[config.mk]
export PLATFORM = sky130hd
export DESIGN_NAME = bus_txn_sequencer
export DESIGN_NICKNAME = d
export VERILOG_FILES = /design/src/rtl/bus_pkg.sv /design/src/rtl/bus_timeout_counter.sv /design/src/rtl/bus_txn_sequencer.sv
export SDC_FILE = /design/constraint.sdc
export NUM_CORES = 1
export LEC_CHECK = 0
export ABC_AREA = 0
export BUFFER_PORTS_ARGS = -buffer_cell sky130_fd_sc_hd__buf_4
export CAP_MARGIN = 20
export CORE_UTILIZATION = 49
export CTS_BUF_LIST = sky130_fd_sc_hd__clkbuf_4 sky130_fd_sc_hd__clkbuf_8
export DETAILED_ROUTE_END_ITERATION = 10
export GPL_TIMING_DRIVEN = 1
export PLACE_DENSITY = 0.76
export SKIP_LAST_GASP = 1
export SLEW_MARGIN = 20
export SYNTH_ARGS = -nofsm -noshare
export SYNTH_HDL_FRONTEND = slang
export SYNTH_SLANG_ARGS = --single-unit
[constraint.sdc]
create_clock -name clk -period 1.6 [get_ports clk]
set_input_delay 0.16 -clock clk [delete_from_list [all_inputs] [get_ports clk]]
set_output_delay 0.16 -clock clk [all_outputs]
set_load 0.05 [all_outputs]
[src/rtl/bus_pkg.sv]
// Shared definitions for the serial system bus: sequencer states and arbiter grant codes.
package bus_pkg;

  typedef enum logic [2:0] {
    IDLE,
    HDR,
    WAIT,
    DONE,
    ERR
  } state_e;

  localparam logic [1:0] GRANT_NONE = 2'b00;
  localparam logic [1:0] GRANT_M1   = 2'b01;
  localparam logic [1:0] GRANT_M2   = 2'b10;

  // Only the two real masters may open a transaction; 11 is treated as no owner.
  function automatic logic grant_valid(input logic [1:0] g);
    return (g == GRANT_M1) || (g == GRANT_M2);
  endfunction

endpackage

[src/rtl/bus_timeout_counter.sv]
// WAIT-phase watchdog for bus_txn_sequencer.
// Only built when BUS_TXN_TIMEOUT_EN is defined; otherwise this file is empty.
`ifdef BUS_TXN_TIMEOUT_EN
module bus_timeout_counter #(
  parameter int unsigned CYCLES = 16
) (
  input  logic clk,
  input  logic reset,
  input  logic clear,
  input  logic enable,
  output logic expired
);

  localparam int unsigned W = $clog2(CYCLES);

  logic [W-1:0] count_q, count_d;

  // Counter sits at 0 on the first counted cycle, so CYCLES-1 marks the last allowed one.
  assign expired = (count_q == W'(CYCLES - 1));

  // Next count: clear wins, otherwise advance until expiry.
  always_comb begin
    count_d = count_q;
    if (clear) begin
      count_d = '0;
    end else if (enable && !expired) begin
      count_d = count_q + W'(1);
    end
  end

  // Count register.
  always_ff @(posedge clk or negedge reset) begin
    if (!reset) begin
      count_q <= '0;
    end else begin
      count_q <= count_d;
    end
  end

endmodule
`endif

[src/rtl/bus_txn_sequencer.sv]
// Slave-side transaction sequencer: deserializes the granted master's header
// (slave index MSB first, then rw bit), enables the addressed slave, waits for
// its ready and pulses done/err back to the arbiter.
// Optional WAIT timeout is compiled in with BUS_TXN_TIMEOUT_EN.
module bus_txn_sequencer
  import bus_pkg::*;
#(
  parameter int unsigned SLAVE_COUNT    = 3,
  parameter int unsigned IDX_W          = 2,
  parameter int unsigned TIMEOUT_CYCLES = 16
) (
  input  logic                   clk,
  input  logic                   reset,
  input  logic [1:0]             bus_grant,
  input  logic                   m_valid,
  input  logic                   m_bit,
  input  logic [SLAVE_COUNT-1:0] slave_ready,
  output logic [SLAVE_COUNT-1:0] slave_en,
  output logic                   slave_rw,
  output logic [1:0]             owner,
  output logic                   busy,
  output logic                   done,
  output logic                   err
);

  localparam int unsigned CNT_W = $clog2(IDX_W + 1);

  if (TIMEOUT_CYCLES < 2) begin : g_bad_timeout
    $error("TIMEOUT_CYCLES must be at least 2");
  end

  state_e                 state_q, state_d;
  logic [IDX_W-1:0]       idx_q, idx_d;
  logic [CNT_W-1:0]       cnt_q, cnt_d;
  logic [1:0]             owner_q, owner_d;
  logic [SLAVE_COUNT-1:0] slave_en_q, slave_en_d;
  logic                   slave_rw_q, slave_rw_d;
  logic                   busy_q, busy_d;
  logic                   done_q, done_d;
  logic                   err_q, err_d;

  logic grant_lost;
  logic ready_hit;
  logic rw_bit;
  logic timeout_hit;

  assign grant_lost = (bus_grant != owner_q);
  // slave_en_q is one-hot on the addressed slave in WAIT, so masking filters other slaves.
  assign ready_hit  = |(slave_ready & slave_en_q);

`ifdef BUS_TXN_TIMEOUT_EN
  logic to_expired;

  bus_timeout_counter #(
    .CYCLES(TIMEOUT_CYCLES)
  ) u_timeout (
    .clk    (clk),
    .reset  (reset),
    .clear  (state_q != WAIT),
    .enable ((state_q == WAIT) && !ready_hit),
    .expired(to_expired)
  );

  assign timeout_hit = to_expired;
`else
  assign timeout_hit = 1'b0;
`endif

  // Next-state logic; outputs are decoded from the next state so they are registered.
  always_comb begin
    state_d = state_q;
    idx_d   = idx_q;
    cnt_d   = cnt_q;
    owner_d = owner_q;
    rw_bit  = slave_rw_q;

    unique case (state_q)
      IDLE: begin
        if (grant_valid(bus_grant) && m_valid) begin
          idx_d   = IDX_W'(m_bit);
          owner_d = bus_grant;
          cnt_d   = CNT_W'(1);
          state_d = HDR;
        end
      end
      HDR: begin
        if (grant_lost) begin
          cnt_d   = '0;
          state_d = ERR;
        end else if (m_valid) begin
          if (cnt_q == CNT_W'(IDX_W)) begin
            rw_bit  = m_bit;
            cnt_d   = '0;
            state_d = (32'(idx_q) < SLAVE_COUNT) ? WAIT : ERR;
          end else begin
            idx_d = (idx_q << 1) | IDX_W'(m_bit);
            cnt_d = cnt_q + CNT_W'(1);
          end
        end
      end
      WAIT: begin
        if (grant_lost) begin
          state_d = ERR;
        end else if (ready_hit) begin
          state_d = DONE;
        end else if (timeout_hit) begin
          state_d = ERR;
        end
      end
      DONE:    state_d = IDLE;
      ERR:     state_d = IDLE;
      default: state_d = IDLE;
    endcase

    slave_en_d = (state_d == WAIT) ? (SLAVE_COUNT'(1) << idx_d) : '0;
    slave_rw_d = (state_d == WAIT) ? rw_bit : 1'b0;
    busy_d     = (state_d != IDLE);
    done_d     = (state_d == DONE);
    err_d      = (state_d == ERR);
  end

  // State and registered outputs.
  always_ff @(posedge clk or negedge reset) begin
    if (!reset) begin
      state_q    <= IDLE;
      idx_q      <= '0;
      cnt_q      <= '0;
      owner_q    <= GRANT_NONE;
      slave_en_q <= '0;
      slave_rw_q <= 1'b0;
      busy_q     <= 1'b0;
      done_q     <= 1'b0;
      err_q      <= 1'b0;
    end else begin
      state_q    <= state_d;
      idx_q      <= idx_d;
      cnt_q      <= cnt_d;
      owner_q    <= owner_d;
      slave_en_q <= slave_en_d;
      slave_rw_q <= slave_rw_d;
      busy_q     <= busy_d;
      done_q     <= done_d;
      err_q      <= err_d;
    end
  end

  assign slave_en = slave_en_q;
  assign slave_rw = slave_rw_q;
  assign owner    = owner_q;
  assign busy     = busy_q;
  assign done     = done_q;
  assign err      = err_q;

endmodule

# After elaboration in Yosys (flattened, before gate mapping)
# Cells that the tools add are included.
# W data, S select, Z words.
# totals
register_bits	16
output_inout_bits	9
# classes
muxes	24
reduce_logical	9
bitwise	2
magnitude_cmp	1
shifts	1
add_sub_neg	1
eq_ne	15
# ops
cell	count
$mux W3	8
$mux W2	8
$eq A3 B2 Y1 const B	3
$pmux W3 S3	1
$ne A2 B2 Y1 const B	4
$pmux W2 S2	2
$mux W1	5
$eq A2 B2 Y1 const B	2
$reduce_and A4 Y1	1
$and A3 B3 Y3	1
$eq A3 B1 Y1 const B	1
$eq A3 B3 Y1 const B	1
$logic_not A3 Y1	1
$ne A3 B3 Y1 const B	1
$reduce_and A3 Y1	1
$reduce_bool A3 Y1	1
$reduce_or A3 Y1	1
$shl A1 B2 Y3 const A	1
$add A2 B1 Y2 const B	1
$eq A2 B1 Y1 const B	1
$lt A2 B2 Y1 const B	1
$ne A2 B1 Y1 const B	1
$ne A2 B2 Y1	1
$or A2 B1 Y2	1
other kinds (4)	4

# Depth between registers and ports, before layout
# depth
depth_word	9
mapped_depth	6
ltp_nobuf	4

# Worst setup path before layout
# Ideal clock, no wire load.
# synth_path
kind	reg2reg
from	register owner_q[0], in the netlist owner[0]
to	register idx_q[0]
setup_ps	125
path_slack_ps	-145
path_buffers	0
arrival_time_ps	1621
synth_period_minus_slack_ps	1745
stages_incl_launch_ff	5
cell_sequence	dfrtp_1 > xnor2_1 > nand3_2 > o21ai_1 > mux2_2
# synth_via
elab_chain_cells	3
# synth_lines
item	line_no	source
from (decl)	bus_txn_sequencer.sv:35	logic [1:0] owner_q, owner_d;
from (signal assigned)	bus_txn_sequencer.sv:138	owner_q <= owner_d;
$ne A2 B2 Y1	bus_txn_sequencer.sv:47	assign grant_lost = (bus_grant != owner_q);
$mux W2	bus_txn_sequencer.sv:87	if (grant_lost) begin
$pmux W2 S2	bus_txn_sequencer.sv:77	unique case (state_q)
net idx_d[0]	bus_txn_sequencer.sv:33	logic [IDX_W-1:0] idx_q, idx_d;
to (signal assigned)	bus_txn_sequencer.sv:136	idx_q <= idx_d;
to (decl)	bus_txn_sequencer.sv:33	
# The timed path passes the listed nets, and every way through them passes these cells.
# A chain may end at the register's enable or synchronous reset.

# Final worst setup path
# layout_path
from	register slave_en_q[0], in the netlist slave_en[0]
to	register slave_en_q[1], in the netlist slave_en[1]
# layout_via
elab_chain_cells	7
# layout_lines
item	line_no	source
from (decl)	bus_txn_sequencer.sv:36	logic [SLAVE_COUNT-1:0] slave_en_q, slave_en_d;
from (signal assigned)	bus_txn_sequencer.sv:139	slave_en_q <= slave_en_d;
$and A3 B3 Y3	bus_txn_sequencer.sv:49	assign ready_hit = |(slave_ready & slave_en_q);
$reduce_or A3 Y1	bus_txn_sequencer.sv:49	
$mux W3	bus_txn_sequencer.sv:104	end else if (ready_hit) begin
$mux W3	bus_txn_sequencer.sv:102	if (grant_lost) begin
$pmux W3 S3	bus_txn_sequencer.sv:77	
$eq A3 B2 Y1	bus_txn_sequencer.sv:115	slave_en_d = (state_d == WAIT) ? (SLAVE_COUNT'(1) << idx_d) : '0;
$mux W3	bus_txn_sequencer.sv:115	
net slave_en_d[1]	bus_txn_sequencer.sv:36	
# The timed path passes the listed nets, and every way through them passes these cells.

==> metrics.md <==
| Metric | Value |
|---|---|
| Status | completed |
| Fraction of registers with async set/reset | 100% |
| CP Buf/Inv Count | 0 |
| Pin count of the biggest net entering global routing | 17 |
| Total gr overflow | 0 |
| Fin. max-slew vios | 0 |
| Syn Nets | between 80 and 90 |
| Post-DP Area | slightly above 1000 sq um |
| CTS Buf Count | 3 |
| Final core utilization | 71.4% |
| Cells after synthesis | 79 |
| Maximum vdd ir drop | 981 uV |
| Crit. End Element | register |
| Fmax | 642 MHz |
| Critical path class | reg2reg |
| Post-synth EDFFs | 0 |
| DRC marker count from the first detailed-route iteration | 14 |
| Fill count | approximately 110 |
| P_leak | 0.500 nW |
| YS warnings | 0 |
| DIE AREA | 1870 sq um |
| # H-tree levels | 1 |
| Most common cell in the netlist | dfrtp_1 |
| First-pass iteration count of the detailed router | 4 |
| GR Util met2 | 37.0% |
| Delay-heaviest family, CP | compound AO/OA/AOI/OAI gates |
| Core ar. | 1540 sq um |
| Synth area leaders | dfrtp_1, a21oi_1, xor2_1, nand2_1, nor2b_1 |
| Grt met1 use | 24.9% |
| Via count | 735 |
| Vias per cell | roughly 6.0 |
| I/O Buffers | 17 |
| Layout overhead on the synthesized area | 31.9% |
| Drt drc | 0 |
| Clk buf depth | 2 |
| Max cap viols | 0 |
| Share of the yosys chip area belonging to registers | ~48% |
| WL per Instance | 14.6 um |
| Share of layout cells above drive strength 1 | 39.3% |
| Finished Layout Cells | 123 |
| GR Util met3 | 5.53% |
| Post-Layout Inst Area | 1100 sq um |
| Data required, critical path | ~1800 ps |
| Main flop type after synthesis | dfrtp_1 |
| Final period utilization | 97.3% |
| Final setup violation count | 0 |
| Worst-Margin Slew | 454 ps |
| Initial antenna violation count | 0 |
| Clock skew | 3.41 ps |
| Final min period | ~1600 ps |
| Total global-route track usage | 21.1% |
| Startpoint Class | register |
| Yosys cell types | 38 |
| Post-DRT Antenna Nets | 0 |
| Fin nets | 117 |
| Sink Count | 16 |
| Post-Syn Area per Cell | 10.6 sq um |
| Num rows | 14 |
| CP cell instances | a222oi_1, nand2_1, a211o_1, nor4_2 |
| Top cell type's share of synthesized area | between 40% and 50% |
| DP Wirelength | 1.37 mm |
| Seq cells post-synth | 16 |
| ANT cells | 0 |
| CTS tree | built |
| RD Place Congestion | 0.806 |
| I/O pin count | 18 |
| Clk slew on worst S/H paths | about 100 ps |
| First-pass GRT wire length | 2.88 mm |
| Worst relative slew slack | a little over two thirds |
| Die Width | 43.3 um |
| Final WL | 1.79 mm |
| Worst path slowest cell | a222oi_1 |
| Pwr per Cell Area | 1550 nW/um^2 |
| Arrival @ worst endpoint | 1750 ps |
| GR peak layer | met2 |
| Clock root buffer | clkbuf_4 |
| CP peak stage delay | 450 ps |
| CP max FO | 4 |
| Worst-Skew Late Latency | 290 ps |
| Starting density of the core | 54.1% |
| RSZ-0062 raised after global routing | true |
| Number of global-route vias before repair | 700 |
| Dominant cell type by area after synthesis | dfrtp_1 |
| Hold Violations, Final | 0 |
| Syn Std Cell Area | between 800 and 900 sq um |
| Hold Crit Class | in2reg |
| Placed Cells | 117 |
| DIE HEIGHT | 43.3 um |
| Commonest cells post-synth | dfrtp_1, a21oi_1, nand2_1, inv_1 |
cell families after synthesis:
logic type      Yosys count  synth area share, %
compound gates           25                 21.1
simple gates             25                 19.0
flops                    16                 48.0
buf+inv                   7                 4.35
xor+xnor                  5                 6.15
mux                       1                 1.35
metrics by stage:
stage          total power [W]  setup slack [ps]  hold slack, ps  setup TNS [ps]
6_report               0.00171              42.7            88.9               0
5_1_grt                0.00180             -78.4             102           -94.2
4_1_cts                0.00170              1.85            89.0               0
3_5_place_dp           0.00142              7.31            27.3               0
3_3_place_gp           0.00140              81.4            27.2               0
2_1_floorplan          0.00117              19.1            -136               0
worst register-to-register path, cell delays in order (launching register included):
cell and delay [ps]:
dfrtp_2 410, a222oi_1 450, nand2_1 90, a211o_1 330, nor4_2 180
report_power, final:
part	leakage (nW)	switching, W	internal [W]
clock network	0.0210	0.000133	0.000139
logic	0.276	0.000462	0.000337
registers	0.203	0.000121	0.000515
total	0.500	0.000716	0.000991
final cells by class:
cell class	instances	area [sq um]	share of cell area [%]
Timing Repair Buffer	27	205	18.6
Tap cell	16	20.0	1.82
Sequential cell	16	407	36.9
Inverter	4	15.0	1.36
Clock buffer	4	36.3	3.30
Multi-Input combinational cell	56	418	38.0
cells in the final DEF (no fill, tap or decap), types with 3 or more instances in the layout:
cell	n
a21oi_1	6
buf_4	26
clkbuf_4	3
dfrtp_1	11
dfrtp_2	5
inv_1	4
nand2_1	6
nor2b_1	3
o21ai_0	3
xor2_1	3
layer usage:
layer / part of all wire (%) / wire length [um]
met3: 5.5 / 99
met1: 44 / 781
met2: 50 / 893
met5: 0 / 0
met4: 1.1 / 19
repair_timing:
item / in CTS / in global routing
setup buffers: 0 / 1
pin swaps: 0 / 1
endpoints found under the setup margin: 1 / 5
gates resized for setup: 1 / 2
hold endpoints to repair: 16 / 0
hold buffers: 1 / 0
registers in the layout, indices dropped and copies added, names as in the netlist:
name,cells
cnt_q,2
err,1
done,1
owner,2
slave_en,3
state_q,3
idx_q,2
busy,1
slave_rw,1
final timing paths:
check                                       from  slack, ps                     to  cells past startpoint
max in group asynchronous                  reset       1160   owner[0]$_DFFE_PN0P_                      2
max                        slave_en[0]$_DFF_PN0_         40  slave_en[1]$_DFF_PN0_                      4
min in group asynchronous                  reset        250     idx_q[1]$_DFF_PN0_                      2
min reg2reg                   idx_q[1]$_DFF_PN0_        510  slave_en[1]$_DFF_PN0_                      1
min                                 bus_grant[1]         90   owner[0]$_DFFE_PN0P_                      2
max reg2reg                slave_en[0]$_DFF_PN0_         40  slave_en[1]$_DFF_PN0_                      4
Power figures use the tool's default switching activity.
